--- config.mk ---
export PLATFORM = sky130hd
export DESIGN_NAME = fp_unpack
export DESIGN_NICKNAME = d
export VERILOG_FILES = /design/src/rtl/fp_unpack.sv
export SDC_FILE = /design/constraint.sdc
export NUM_CORES = 1
export LEC_CHECK = 0
export ABC_AREA = 1
export CAP_MARGIN = 20
export CORE_MARGIN = 5
export CORE_UTILIZATION = 52
export CTS_CLUSTER_DIAMETER = 80
export DETAILED_ROUTE_END_ITERATION = 10
export PLACE_DENSITY = 0.86
export REMOVE_ABC_BUFFERS = 1
export SKIP_CTS_REPAIR_TIMING = 1
export SLEW_MARGIN = 20
export SYNTH_ARGS = -nofsm -noshare
export SYNTH_HDL_FRONTEND = slang
export SYNTH_SLANG_ARGS = --single-unit
--- constraint.sdc ---
create_clock -name fp_unpack_i_clk -period 2 [get_ports fp_unpack_i_clk]
set_clock_uncertainty 0.1 [all_clocks]
set_input_delay 0.3 -clock fp_unpack_i_clk [delete_from_list [all_inputs] [get_ports fp_unpack_i_clk]]
set_output_delay 0.3 -clock fp_unpack_i_clk [all_outputs]
set_load 0.005 [all_outputs]
--- src/rtl/fp_unpack.sv ---
// Two-stage FP operand front-end: NaN-box check, field split, fclass vectors and
// sign-magnitude extended operands behind a valid/ready pipeline with flush.
module fp_unpack #(
  parameter bit          CHECK_BOX   = 1'b1,
  parameter logic [31:0] CANON_NAN_S = 32'h7fc00000
) (
  input  logic        fp_unpack_i_clk,
  input  logic        fp_unpack_i_rst_n,
  input  logic        fp_unpack_i_flush,
  input  logic        fp_unpack_i_valid,
  output logic        fp_unpack_o_ready,
  input  logic [63:0] fp_unpack_i_data1,
  input  logic [63:0] fp_unpack_i_data2,
  input  logic [1:0]  fp_unpack_i_fmt,
  input  logic [2:0]  fp_unpack_i_rm,
  output logic        fp_unpack_o_valid,
  input  logic        fp_unpack_i_ready,
  output logic [63:0] fp_unpack_o_data1,
  output logic [63:0] fp_unpack_o_data2,
  output logic [64:0] fp_unpack_o_ext1,
  output logic [64:0] fp_unpack_o_ext2,
  output logic [9:0]  fp_unpack_o_class1,
  output logic [9:0]  fp_unpack_o_class2,
  output logic [1:0]  fp_unpack_o_fmt,
  output logic [2:0]  fp_unpack_o_rm
);

  typedef struct packed {
    logic [63:0] word;
    logic        sign;
    logic        exp_ones;
    logic        exp_zero;
    logic        man_zero;
    logic        man_msb;
  } op_t;

  function automatic op_t unpack_op(input logic [63:0] d, input logic single);
    op_t o;
    o = '0;
    if (single) begin
      if (CHECK_BOX && (d[63:32] != 32'hffff_ffff))
        o.word = {32'h0, CANON_NAN_S};
      else
        o.word = {32'h0, d[31:0]};
      o.sign     = o.word[31];
      o.exp_ones = &o.word[30:23];
      o.exp_zero = ~|o.word[30:23];
      o.man_zero = ~|o.word[22:0];
      o.man_msb  = o.word[22];
    end else begin
      o.word     = d;
      o.sign     = d[63];
      o.exp_ones = &d[62:52];
      o.exp_zero = ~|d[62:52];
      o.man_zero = ~|d[51:0];
      o.man_msb  = d[51];
    end
    return o;
  endfunction

  // NaN sign is irrelevant to the class; both NaN kinds sit in bits 8/9.
  function automatic logic [9:0] classify(input op_t o);
    logic [9:0] c;
    c = '0;
    if (o.exp_ones) begin
      if (o.man_zero)    c = o.sign ? 10'h001 : 10'h080;
      else if (o.man_msb) c = 10'h200;
      else               c = 10'h100;
    end else if (o.exp_zero) begin
      if (o.man_zero)    c = o.sign ? 10'h008 : 10'h010;
      else               c = o.sign ? 10'h004 : 10'h020;
    end else begin
      c = o.sign ? 10'h002 : 10'h040;
    end
    return c;
  endfunction

  function automatic logic [64:0] extend(input op_t o, input logic single);
    logic [64:0] e;
    if (single) e = {o.sign, 33'h0, o.word[30:0]};
    else        e = {o.sign, 1'b0, o.word[62:0]};
    return e;
  endfunction

  logic       s1_valid;
  op_t        s1_op1;
  op_t        s1_op2;
  logic [1:0] s1_fmt;
  logic [2:0] s1_rm;
  logic       s1_single;
  logic       in_single;
  logic       s2_adv;
  logic       s1_adv;
  logic       accept;

  assign s2_adv            = !fp_unpack_o_valid || fp_unpack_i_ready;
  assign s1_adv            = !s1_valid || s2_adv;
  assign fp_unpack_o_ready = s1_adv && !fp_unpack_i_flush;
  assign accept            = fp_unpack_i_valid && fp_unpack_o_ready;
  assign in_single         = (fp_unpack_i_fmt == 2'd0);
  assign s1_single         = (s1_fmt == 2'd0);

  always_ff @(posedge fp_unpack_i_clk or negedge fp_unpack_i_rst_n) begin
    if (!fp_unpack_i_rst_n) begin
      s1_valid          <= 1'b0;
      fp_unpack_o_valid <= 1'b0;
    end else if (fp_unpack_i_flush) begin
      s1_valid          <= 1'b0;
      fp_unpack_o_valid <= 1'b0;
    end else begin
      if (s1_adv) s1_valid          <= accept;
      if (s2_adv) fp_unpack_o_valid <= s1_valid;
    end
  end

  always_ff @(posedge fp_unpack_i_clk or negedge fp_unpack_i_rst_n) begin
    if (!fp_unpack_i_rst_n) begin
      s1_op1 <= '0;
      s1_op2 <= '0;
      s1_fmt <= '0;
      s1_rm  <= '0;
    end else if (accept) begin
      s1_op1 <= unpack_op(fp_unpack_i_data1, in_single);
      s1_op2 <= unpack_op(fp_unpack_i_data2, in_single);
      s1_fmt <= fp_unpack_i_fmt;
      s1_rm  <= fp_unpack_i_rm;
    end
  end

  // Output flops only move when a live S1 entry advances, so a stalled result holds.
  always_ff @(posedge fp_unpack_i_clk or negedge fp_unpack_i_rst_n) begin
    if (!fp_unpack_i_rst_n) begin
      fp_unpack_o_data1  <= '0;
      fp_unpack_o_data2  <= '0;
      fp_unpack_o_ext1   <= '0;
      fp_unpack_o_ext2   <= '0;
      fp_unpack_o_class1 <= '0;
      fp_unpack_o_class2 <= '0;
      fp_unpack_o_fmt    <= '0;
      fp_unpack_o_rm     <= '0;
    end else if (s2_adv && s1_valid && !fp_unpack_i_flush) begin
      fp_unpack_o_data1  <= s1_op1.word;
      fp_unpack_o_data2  <= s1_op2.word;
      fp_unpack_o_ext1   <= extend(s1_op1, s1_single);
      fp_unpack_o_ext2   <= extend(s1_op2, s1_single);
      fp_unpack_o_class1 <= classify(s1_op1);
      fp_unpack_o_class2 <= classify(s1_op2);
      fp_unpack_o_fmt    <= s1_fmt;
      fp_unpack_o_rm     <= s1_rm;
    end
  end

endmodule
# Yosys cells after proc, flatten, opt, wreduce, memory -nomap -nowiden
# Cells that the tools add are included.
word_totals:
  inputBits: 138
  output_inout_bits: 285
  wordCells: 91
  reg_bits: 428
op_classes:
  n_reduce_logical: 33
  eq_ne: 2
  muxes: 32
op_table:
  columns: ["operator", "count"]
  rows:
  - ["64-bit 2-to-1 mux", 4]
  - ["69-bit 2-to-1 mux", 2]
  - ["63-bit 2-to-1 mux", 2]
  - ["52-bit OR reduction", 2]
  - ["10-bit 2-to-1 mux", 8]
  - ["32-bit 2-to-1 mux", 2]
  - ["32-bit inequality test, second input constant", 2]
  - ["23-bit OR reduction", 2]
  - ["6-bit 2-to-1 mux", 4]
  - ["11-bit AND reduction", 2]
  - ["11-bit OR reduction", 2]
  - ["8-bit 2-to-1 mux", 2]
  - ["8-bit AND reduction", 2]
  - ["8-bit OR reduction", 2]
  - ["7-bit 2-to-1 mux", 2]
  - ["1-bit zero test", 11]
  - ["5-bit 2-to-1 mux", 2]
  - ["1-bit logical AND", 4]
  - ["2-bit zero test", 2]
  - ["1-bit 2-to-1 mux", 4]
  - ["2-bit nonzero test", 2]
  - ["1-bit logical OR", 2]

# Longest topological paths before layout
# Gate-level depths: netlist of the first run.
logic_depth:
  depth_word: 9
  mapped_depth: 10
  depth_no_buf: 9

# Least setup slack after synthesis of the first run
# Ideal clock, no wire load.
synth_timing:
  path_type: "register to register"
  startpoint: "reg fp_unpack_o_valid"
  endpoint: "reg s1_op1[41] (netlist name)"
  path_slack_ns: 0.596
  path_stages_with_launch: 9
  arrival_ns: 1.186
  period_less_slack_ns: 1.404
  path_buffers: 2
  required_time_ns: 1.782
  setup_time_ns: 0.118
  cell_sequence: "dfrtp_1 nand3_2 nand2_2 nor2_4 inv_2 buf_6 clkbuf_1 nand2_1 nand2_1"
synth_via:
  elab_chain_len: 5
synth_rtl:
  columns: ["element", "line_no", "source"]
  rows:
  - ["from (decl)", "16", "output logic fp_unpack_o_valid,"]
  - ["from (signal assigned)", "112", "if (s2_adv) fp_unpack_o_valid <= s1_valid;"]
  - ["1-bit zero test", "96", "assign s2_adv = !fp_unpack_o_valid || fp_unpack_i_ready;"]
  - ["1-bit logical OR", "96", null]
  - ["1-bit logical OR", "97", "assign s1_adv = !s1_valid || s2_adv;"]
  - ["1-bit logical AND", "98", "assign fp_unpack_o_ready = s1_adv && !fp_unpack_i_flush;"]
  - ["1-bit logical AND", "99", "assign accept = fp_unpack_i_valid && fp_unpack_o_ready;"]
  - ["to (signal assigned)", "123", "s1_op1 <= unpack_op(fp_unpack_i_data1, in_single);"]
  - ["to (decl)", "86", "op_t s1_op1;"]
# No other way between the ends.
# A chain may end at the register's enable or synchronous reset.

# Worst setup path in the final report of the first run
layout_timing:
  startpoint: "reg fp_unpack_o_valid"
  endpoint: "out fp_unpack_o_valid"
# No word-level cell between the ends.

==> results of run 1 <==
metrics by stage:
stage	cells	hold WS [ns]	power [mW]	utilization	worst slack (ns)
2_1_floorplan	1538	-0.0956	10.8	-	-5.26
3_3_place_gp	2436	0.138	14.2	0.696	-0.0345
3_5_place_dp	2436	0.147	14.4	0.696	-0.100
4_1_cts	2503	-0.399	21.8	0.741	-0.0627
5_1_grt	2507	0.223	22.6	0.742	0.0131
6_report	2507	0.182	21.6	0.742	0.0572
cell type report:
type / instances / area [sq um] / area share
clock inverters: 6 / 86.3 / 0.00404
flip-flops and latches: 364 / 9110 / 0.427
well taps: 384 / 480 / 0.0225
multi-input cells: 1048 / 4720 / 0.221
diodes: 2 / 5.00 / 0.000234
repair buffers: 516 / 5260 / 0.246
clock buffers: 61 / 1220 / 0.0572
inverters: 126 / 475 / 0.0223
cells by family after synthesis:
logic type,count (synthesis),share of synthesized area
AND/OR/NAND/NOR,808,0.214
other,1,0.000247
flip-flops,364,0.599
buffers and inverters,278,0.0922
AO/OA/AOI/OAI,238,0.0947
cell usage after synthesis:
cell type,number
a21oi_1,11
a22oi_1,11
a2bb2oi_1,1
and3_1,1
buf_2,50
buf_4,69
buf_6,5
clkbuf_1,28
conb_1,1
dfrtp_1,364
inv_1,124
inv_2,2
nand2_1,598
nand2_2,3
nand2_4,2
nand3_1,90
nand3_2,1
nand3b_1,2
nand4_1,10
nor2_1,80
nor2_2,2
nor2_4,1
nor3_1,12
nor3b_1,1
nor4_1,1
o21a_1,1
o21ai_0,161
o21ai_1,2
o21ai_2,8
o22ai_1,12
o31ai_1,8
o31ai_2,17
o41ai_1,6
or2_2,4
sequential cells by signal (all words and copies together), names as in the netlist:
signal / count
s1_op1: 69
s1_op2: 69
fp_unpack_o_data1: 64
fp_unpack_o_data2: 64
fp_unpack_o_ext1: 33
fp_unpack_o_ext2: 33
fp_unpack_o_class1: 10
fp_unpack_o_class2: 10
fp_unpack_o_rm: 3
s1_rm: 3
fp_unpack_o_fmt: 2
s1_fmt: 2
fp_unpack_o_valid: 1
s1_valid: 1
metal layers:
metal	track usage	up-vias	routed length (microns)
met3	0.0487	135	3280
met4	0.117	0	2060
met1	0.346	6475	17800
met5	0	-	0
li1	-	6115	-
met2	0.491	653	23900
worst paths after layout:
kind,from,to,slack (ns),cells past startpoint
min in group fp_unpack_i_clk,fp_unpack_i_rm[1],s1_rm[1]$_DFFE_PN0P_,0.26,3
max reg2reg,s1_valid$_DFFE_PN0P_,fp_unpack_o_ext1[55]$_DFFE_PN0P_,0.26,7
max in group asynchronous,fp_unpack_i_rst_n,s1_op2[31]$_DFFE_PN0P_,0.83,4
min,fp_unpack_i_rst_n,fp_unpack_o_data1[15]$_DFFE_PN0P_,0.18,2
min reg2reg,s1_op2[14]$_DFFE_PN0P_,fp_unpack_o_data2[9]$_DFFE_PN0P_,0.38,2
max,fp_unpack_o_valid$_DFFE_PN0P_,fp_unpack_o_valid,0.06,2
layout by cell type (no fill, tap or decap), drive strengths merged, types with 6 or more instances in the layout:
| cell type | instances |
|---|---|
| a21oi | 11 |
| a22oi | 11 |
| buf | 96 |
| clkbuf | 61 |
| clkdlybuf4s50 | 418 |
| dfrtp | 364 |
| inv | 127 |
| nand2 | 603 |
| nand3 | 91 |
| nand4 | 10 |
| nor2 | 83 |
| nor3 | 12 |
| o21ai | 171 |
| o22ai | 12 |
| o31ai | 25 |
| o41ai | 6 |
critical path: stages, from the launching register on:
cell             delay (ns)
dfrtp_1                0.40
buf_4                  0.13
clkdlybuf4s50_1        0.50
power by group through the flow:
stage	sequential [mW]	combinational, mW	clock, mW
6_report	9.42	4.90	7.33
5_1_grt	9.55	5.32	7.71
4_1_cts	9.41	4.96	7.40
3_5_place_dp	9.50	4.90	0
3_3_place_gp	9.45	4.74	0
2_1_floorplan	9.43	1.33	0
==> results.sh, run 1 <==
export IMPL_htreeDepth=2
export IMPL_finalHoldViolations=0
export IMPL_fmaxAchievable_ghz=0.515
export IMPL_antenna_found_initial=2
export IMPL_grt_total_usage=0.280
export IMPL_finalMaxSlewViolations=0
export IMPL_startpoint_type="flop"
export IMPL_start_util=0.528
export IMPL_place_area_sq_mm=0.0200
export IMPL_syn2layout_area_growth_pct=40.4
export IMPL_power_density_mw_per_mm2=1010
export IMPL_synth_cells=1689
export IMPL_min_path_type="in2async"
export IMPL_power_frac_comb=0.226
export IMPL_synth_warnings=0
export IMPL_switching_power_mw=5.80
export IMPL_cp_required_ns=1.60
export IMPL_ys_types=34
export IMPL_clock_sinks=364
export IMPL_avgRoutedWirePerCell_microns=18.8
export IMPL_hpwl_microns=33900
export IMPL_crit_type="reg2out"
export IMPL_core_area_sq_mm=0.0288
export IMPL_drt_wl_total_microns=47100
export IMPL_final_antenna_net_count=0
export IMPL_synth_area_leaders="dfrtp_1 (60%), nand2_1 (15%), o21ai_0 (5.3%)"
export IMPL_drt_vias_per_instance=5.34
export IMPL_finalCriticalPeriod_ns=1.94
export IMPL_design_area_sq_mm=0.0214
export IMPL_yosysTopAreaCellShare=0.599
export IMPL_netlist_area_sq_mm=0.0152
export IMPL_setup_viol=0
export IMPL_overflow=0
export IMPL_yosysTopAreaCell="dfrtp_1"
export IMPL_switching_share=0.268
export IMPL_worstPathArrival_ns=1.54
export IMPL_gp_congestion=0.915
export IMPL_ios=423
export IMPL_post_route_cells_drive_above_1_share=0.0938
export IMPL_vias=13400
export IMPL_clockBufferDepth=3
export IMPL_clkPwrFrac=0.339
export IMPL_grt_max_degree=101
export IMPL_port_buffers=420
export IMPL_synth_avg_cell_area_sq_um=9.00
export IMPL_cts_buffers=38
export IMPL_rsz0062_at_grt="false"
export IMPL_synth_yosys_seq_area_share=0.599
export IMPL_root_buffer="clkbuf_16"
export IMPL_die_w_microns=181
export IMPL_status="completed"
export IMPL_yosys_register_bits=364
export IMPL_clk_latency_ns=0.52
export IMPL_grt_pass1_vias=14100
export IMPL_die_area_sq_mm=0.0328
export IMPL_route_detailed_drc=0
export IMPL_grt_pass1_wl_microns=74700
export IMPL_p_leak_nw=10.3
export IMPL_post_route_period_util=0.971
export IMPL_pwr_share_seq=0.435
export IMPL_nets=2232
export IMPL_cap_violations=0
export IMPL_nFillCells=1949
export IMPL_die_y_microns=181
export IMPL_p_int_mw=15.8
export IMPL_drt_iter0_drc=1187
export IMPL_cts_tree="built"
export IMPL_cp_end_kind="output pin"
export IMPL_finalSetupTns_ns=0
export IMPL_std_cell_rows=62
export IMPL_peakVddDrop_uv=636
export IMPL_clkTransAtPathRegs_ns=0.06
export IMPL_first_pass_iters=7
export IMPL_critPathMaxFanout=3
No activity file was read; power rests on OpenSTA's default activity.
==> inputs of run 2 (changes only) <==
CTS_CLUSTER_SIZE = 40   (was not set)
==> results.sh, run 2 (synthesis results as in run 1) <==
export IMPL_finalCriticalPeriod_ns=1.94
export IMPL_peakVddDrop_uv=675
export IMPL_cts_buffers=14
export IMPL_finalMaxSlewViolations=0
export IMPL_nets=2208
export IMPL_route_detailed_drc=0
export IMPL_clk_latency_ns=0.53
export IMPL_finalHoldViolations=0
export IMPL_p_leak_nw=9.85
export IMPL_drt_iter0_drc=1148
export IMPL_worstPathArrival_ns=1.54
export IMPL_gp_congestion=0.915
export IMPL_cp_required_ns=1.60
export IMPL_htreeDepth=1
export IMPL_root_buffer="clkbuf_16"
export IMPL_top_regs="s1_op1 (69), s1_op2 (69)"
export IMPL_die_w_microns=181
export IMPL_cp_end_kind="output pin"
export IMPL_crit_type="reg2out"
export IMPL_start_util=0.528
export IMPL_status="completed"
export IMPL_post_route_period_util=0.971
export IMPL_final_common_cell="nand2_1"
export IMPL_port_buffers=420
export IMPL_grt_pass1_vias=13500
export IMPL_clockBufferDepth=3
export IMPL_cpLargestDelayFamily="buffers and inverters"
export IMPL_die_y_microns=181
export IMPL_clkTransAtPathRegs_ns=0.14
export IMPL_rsz0062_at_grt="false"
export IMPL_antenna_found_initial=3
export IMPL_post_route_cells_drive_above_1_share=0.0780
export IMPL_overflow=0
export IMPL_cap_violations=0
export IMPL_grt_pass1_wl_microns=71700
export IMPL_vias=13100
export IMPL_cp_slowest_stage_delay_ns=0.54
export IMPL_clock_sinks=364
export IMPL_min_path_type="in2async"
export IMPL_final_antenna_net_count=0
export IMPL_path_cells="clkdlybuf4s50_1"
export IMPL_drt_vias_per_instance=5.33
export IMPL_critPathMaxFanout=3
export IMPL_avgRoutedWirePerCell_microns=18.4
export IMPL_drt_wl_total_microns=45400
export IMPL_layout_common_cells="nand2_1 (596), clkdlybuf4s50_1 (418), dfrtp_1 (363), o21ai_0 (161), inv_1 (123)"
export IMPL_first_pass_iters=5
export IMPL_slowest_stage="clkdlybuf4s50_1"
export IMPL_final_cells=2464
export IMPL_hpwl_microns=33900
export IMPL_startpoint_type="flop"
export IMPL_fmaxAchievable_ghz=0.515
export IMPL_syn2layout_area_growth_pct=35.1
export IMPL_grt_max_degree=101
export IMPL_finalPower_mw=18.3
export IMPL_core_area_sq_mm=0.0288
export IMPL_cts_tree="built"
export IMPL_ios=423
export IMPL_std_cell_rows=62
export IMPL_power_density_mw_per_mm2=890
export IMPL_setup_viol=0
export IMPL_crit_buf_inv=1
export IMPL_placed_cells=2436
export IMPL_grt_total_usage=0.268
export IMPL_die_area_sq_mm=0.0328
## run 2: metrics by stage
stage	TNS, ns	worst slack, ns	cell area [sq um]	hold slack (ns)	util
2_1_floorplan	-1190.17	-5.26	14300	-0.0956	-
3_5_place_dp	-3.26	-0.100	20000	0.147	0.696
5_1_grt	0	0.00233	20500	0.189	0.714
4_1_cts	-0.0743	-0.0743	20500	-0.434	0.713
3_3_place_gp	-0.337	-0.0345	20000	0.138	0.696
6_report	0	0.0577	20500	0.178	0.714
## run 2: per-layer routing
layer  global-route usage  vias to the layer above  wire length (microns)
met5                    0                        -                      0
met4               0.0946                        0                   1780
met3               0.0410                       96                   3060
met2                0.471                      579                  23100
met1                0.339                     6402                  17400
li1                     -                     6049                      -
## run 2: power breakdown
part	internal (mW)	switching [mW]
clock network	1.62	2.40
logic	2.82	2.05
registers	8.56	0.833
total	13.0	5.28
## run 2: area by class of cell
| class | instances | area (sq um) |
|---|---|---|
| multi-input cells | 1048 | 4720 |
| well taps | 384 | 480 |
| fillers | 2082 | 8230 |
| repair buffers | 516 | 5260 |
| clock buffers | 17 | 383 |
| inverters | 126 | 475 |
| diodes | 3 | 7.51 |
| clock inverters | 6 | 115 |
| flip-flops and latches | 364 | 9110 |
## run 2: final timing paths
path,start,end,slack (ns),cells past startpoint
worst max-delay path,fp_unpack_o_data2[28]$_DFFE_PN0P_,fp_unpack_o_data2[28],0.06,1
worst min-delay path,fp_unpack_i_rst_n,fp_unpack_o_data1[4]$_DFFE_PN0P_,0.18,2
worst max register to register,s1_valid$_DFFE_PN0P_,fp_unpack_o_ext1[54]$_DFFE_PN0P_,0.29,7
worst min register to register,fp_unpack_o_class2[7]$_DFFE_PN0P_,fp_unpack_o_class2[7]$_DFFE_PN0P_,0.39,2
max in group asynchronous,fp_unpack_i_rst_n,fp_unpack_o_class2[0]$_DFFE_PN0P_,0.87,4
min in group fp_unpack_i_clk,fp_unpack_i_data2[11],s1_op2[16]$_DFFE_PN0P_,0.23,3
==> inputs of run 3 (changes only) <==
CORE_UTILIZATION = 63   (was 52)
DONT_BUFFER_PORTS = 1   (was not set)
PLACE_DENSITY = 0.79   (was 0.86)
==> results.sh, run 3 (synthesis results as in run 1) <==
export IMPL_post_route_period_util=0.929
export IMPL_grt_total_usage=0.275
export IMPL_port_buffers=0
export IMPL_met1_usage=0.361
export IMPL_place_area_sq_mm=0.0151
export IMPL_grt_max_degree=365
export IMPL_met2_usage=0.451
export IMPL_drt_iter0_drc=1690
export IMPL_critPathMaxFanout=18
export IMPL_gp_congestion=0.879
export IMPL_reg2reg_slack_ns=0.17
export IMPL_grt_pass1_wl_microns=59700
export IMPL_reg2reg_to="s1_op2[3]$_DFFE_PN0P_"
export IMPL_multi_input_area_sq_mm=0.00472
export IMPL_cpLargestDelayFamily="simple AND/OR/NAND/NOR gates"
export IMPL_finalMaxSlewViolations=0
export IMPL_clockBufferDepth=3
export IMPL_rsz0062_at_grt="false"
export IMPL_whs_ns=-0.631
export IMPL_avgRoutedWirePerCell_microns=20.8
export IMPL_relSlewSlack=0.483
export IMPL_clk_latency_ns=0.52
export IMPL_final_antenna_net_count=0
export IMPL_path_cells="dlygate4sd3_1 -> inv_1 -> nand2_2 -> buf_4 -> nand3_1 -> nor3_1 -> nand3_1 -> nand2_1 -> nor2_1 -> nor2_1"
export IMPL_setup_viol=0
export IMPL_busiest_layer="met2"
export IMPL_cts_tree="built"
export IMPL_route_detailed_drc=0
export IMPL_syn2layout_area_growth_pct=11.4
export IMPL_vias=12000
export IMPL_std_cell_rows=56
export IMPL_die_w_microns=165
export IMPL_root_buffer="clkbuf_16"
export IMPL_switching_share=0.299
export IMPL_min_path_type="in2async"
export IMPL_worstMarginPinSlew_ns=0.775
export IMPL_pwr_share_seq=0.619
export IMPL_crit_type="in2reg"
export IMPL_top_regs="s1_op1 (69), s1_op2 (69)"
export IMPL_overflow=0
export IMPL_antenna_found_initial=1
export IMPL_clkPwrFrac=0.249
export IMPL_cts_buffers=14
export IMPL_use_met3=0.0730
export IMPL_finalHoldViolations=366
export IMPL_cp_required_ns=2.35
export IMPL_start_util=0.644
export IMPL_clock_sinks=364
export IMPL_drt_vias_per_instance=5.88
export IMPL_hpwl_microns=27200
export IMPL_ios=423
export IMPL_design_area_sq_mm=0.0169
export IMPL_switching_power_mw=4.70
export IMPL_grt_pass1_vias=11000
export IMPL_nets=1856
export IMPL_timing_rr_start="fp_unpack_o_valid$_DFFE_PN0P_"
export IMPL_startpoint_type="input port"
export IMPL_nFillCells=1711
export IMPL_finalCriticalPeriod_ns=1.86
export IMPL_cap_violations=0
export IMPL_regArea_sq_mm=0.00911
export IMPL_slowest_stage="dlygate4sd3_1"
export IMPL_p_int_mw=11.0
export IMPL_crit_buf_inv=3
export IMPL_clkTransAtPathRegs_ns=0.13
export IMPL_cp_end_kind="flop"
export IMPL_status="complete, but fails checks"
export IMPL_power_frac_comb=0.133
export IMPL_insertedDiodeCount=0
export IMPL_layout_common_cells="nand2_1 (596), dfrtp_1 (364), o21ai_0 (161), dlygate4sd3_1 (135), inv_1 (123)"
export IMPL_core_area_sq_mm=0.0236
export IMPL_die_area_sq_mm=0.0273
export IMPL_fmaxAchievable_ghz=0.538
export IMPL_peakVddDrop_uv=610
export IMPL_htreeDepth=1
export IMPL_worstPathArrival_ns=2.20
export IMPL_final_common_cell="nand2_1"
export IMPL_reg2reg_depth=7
export IMPL_p_leak_nw=8.46
export IMPL_cp_slowest_stage_delay_ns=0.59
export IMPL_power_density_mw_per_mm2=929
export IMPL_drt_wl_total_microns=42600
export IMPL_post_route_cells_drive_above_1_share=0.0562
export IMPL_violations="negative hold slack"
export IMPL_first_pass_iters=5
export IMPL_die_y_microns=165
## run 3: changes by cell type in the layout (fill, tap and decap cells not counted), moves of 2 or more
cell and change:
clkinv_8 -2, clkbuf_1 -2, buf_4 -55, clkinvlp_4 +2, dlygate4sd3_1 +134, clkdlybuf4s50_1 -418, inv_8 +2, clkinv_2 +2
buf_12 -11, diode_2 -3
## run 3: layout make-up
type	count	area share
multi-input cells	1048	0.279
flip-flops and latches	364	0.538
repair buffers	164	0.104
inverters	126	0.0281
clock inverters	9	0.00606
well taps	319	0.0236
clock buffers	15	0.0222
## run 3: worst max path at each step
stage	depth (start not counted)	from	endpoint	slack, ns
after global placement	7	fp_unpack_o_valid$_DFFE_PN0P_	s1_op1[28]$_DFFE_PN0P_	0.27
after global routing	7	fp_unpack_o_valid$_DFFE_PN0P_	s1_op1[27]$_DFFE_PN0P_	0.04
final	10	fp_unpack_i_fmt[0]	s1_op1[2]$_DFFE_PN0P_	0.14
after detailed placement	7	fp_unpack_o_valid$_DFFE_PN0P_	s1_op2[3]$_DFFE_PN0P_	0.22
after floorplan	6	s1_valid$_DFFE_PN0P_	fp_unpack_o_ext1[31]$_DFFE_PN0P_	-5.26
after CTS	7	fp_unpack_o_valid$_DFFE_PN0P_	s1_op2[3]$_DFFE_PN0P_	0.21
## run 3: metrics by stage
| stage | utilization | setup WS [ns] | power, mW | cells | setup TNS, ns |
|---|---|---|---|---|---|
| final | 0.717 | 0.143 | 15.7 | 2045 | 0 |
| after global routing | 0.717 | 0.0446 | 16.5 | 2045 | 0 |
| after CTS | 0.660 | 0.205 | 15.5 | 1910 | 0 |
| after detailed placement | 0.640 | 0.217 | 11.6 | 1886 | 0 |
| after global placement | 0.640 | 0.271 | 11.5 | 1886 | 0 |
| after floorplan | - | -5.26 | 10.8 | 1538 | -1190.17 |
## run 3: power by group through the flow
| stage | logic [mW] | registers [mW] | clock network, mW |
|---|---|---|---|
| final | 2.09 | 9.73 | 3.91 |
| after global routing | 2.38 | 9.88 | 4.24 |
| after CTS | 1.79 | 9.71 | 3.96 |
| after detailed placement | 1.79 | 9.84 | 0 |
| after global placement | 1.68 | 9.81 | 0 |
| after floorplan | 1.33 | 9.43 | 0 |
## run 3: routing by layer
metal,part of all wire,vias to the layer above
li1,-,5327
met1,0.36,5814
met2,0.49,737
met3,0.11,154
met4,0.043,0
met5,0,-
## run 3: worst reg2reg max path, cell delays in order, from the launching register on
cell and delay, ns:
dfrtp_1 0.45, nand3_2 0.11, nand2_2 0.07, nor2_4 0.20, buf_12 0.28, o21ai_0 0.24
a21oi_1 0.20, a22oi_1 0.09
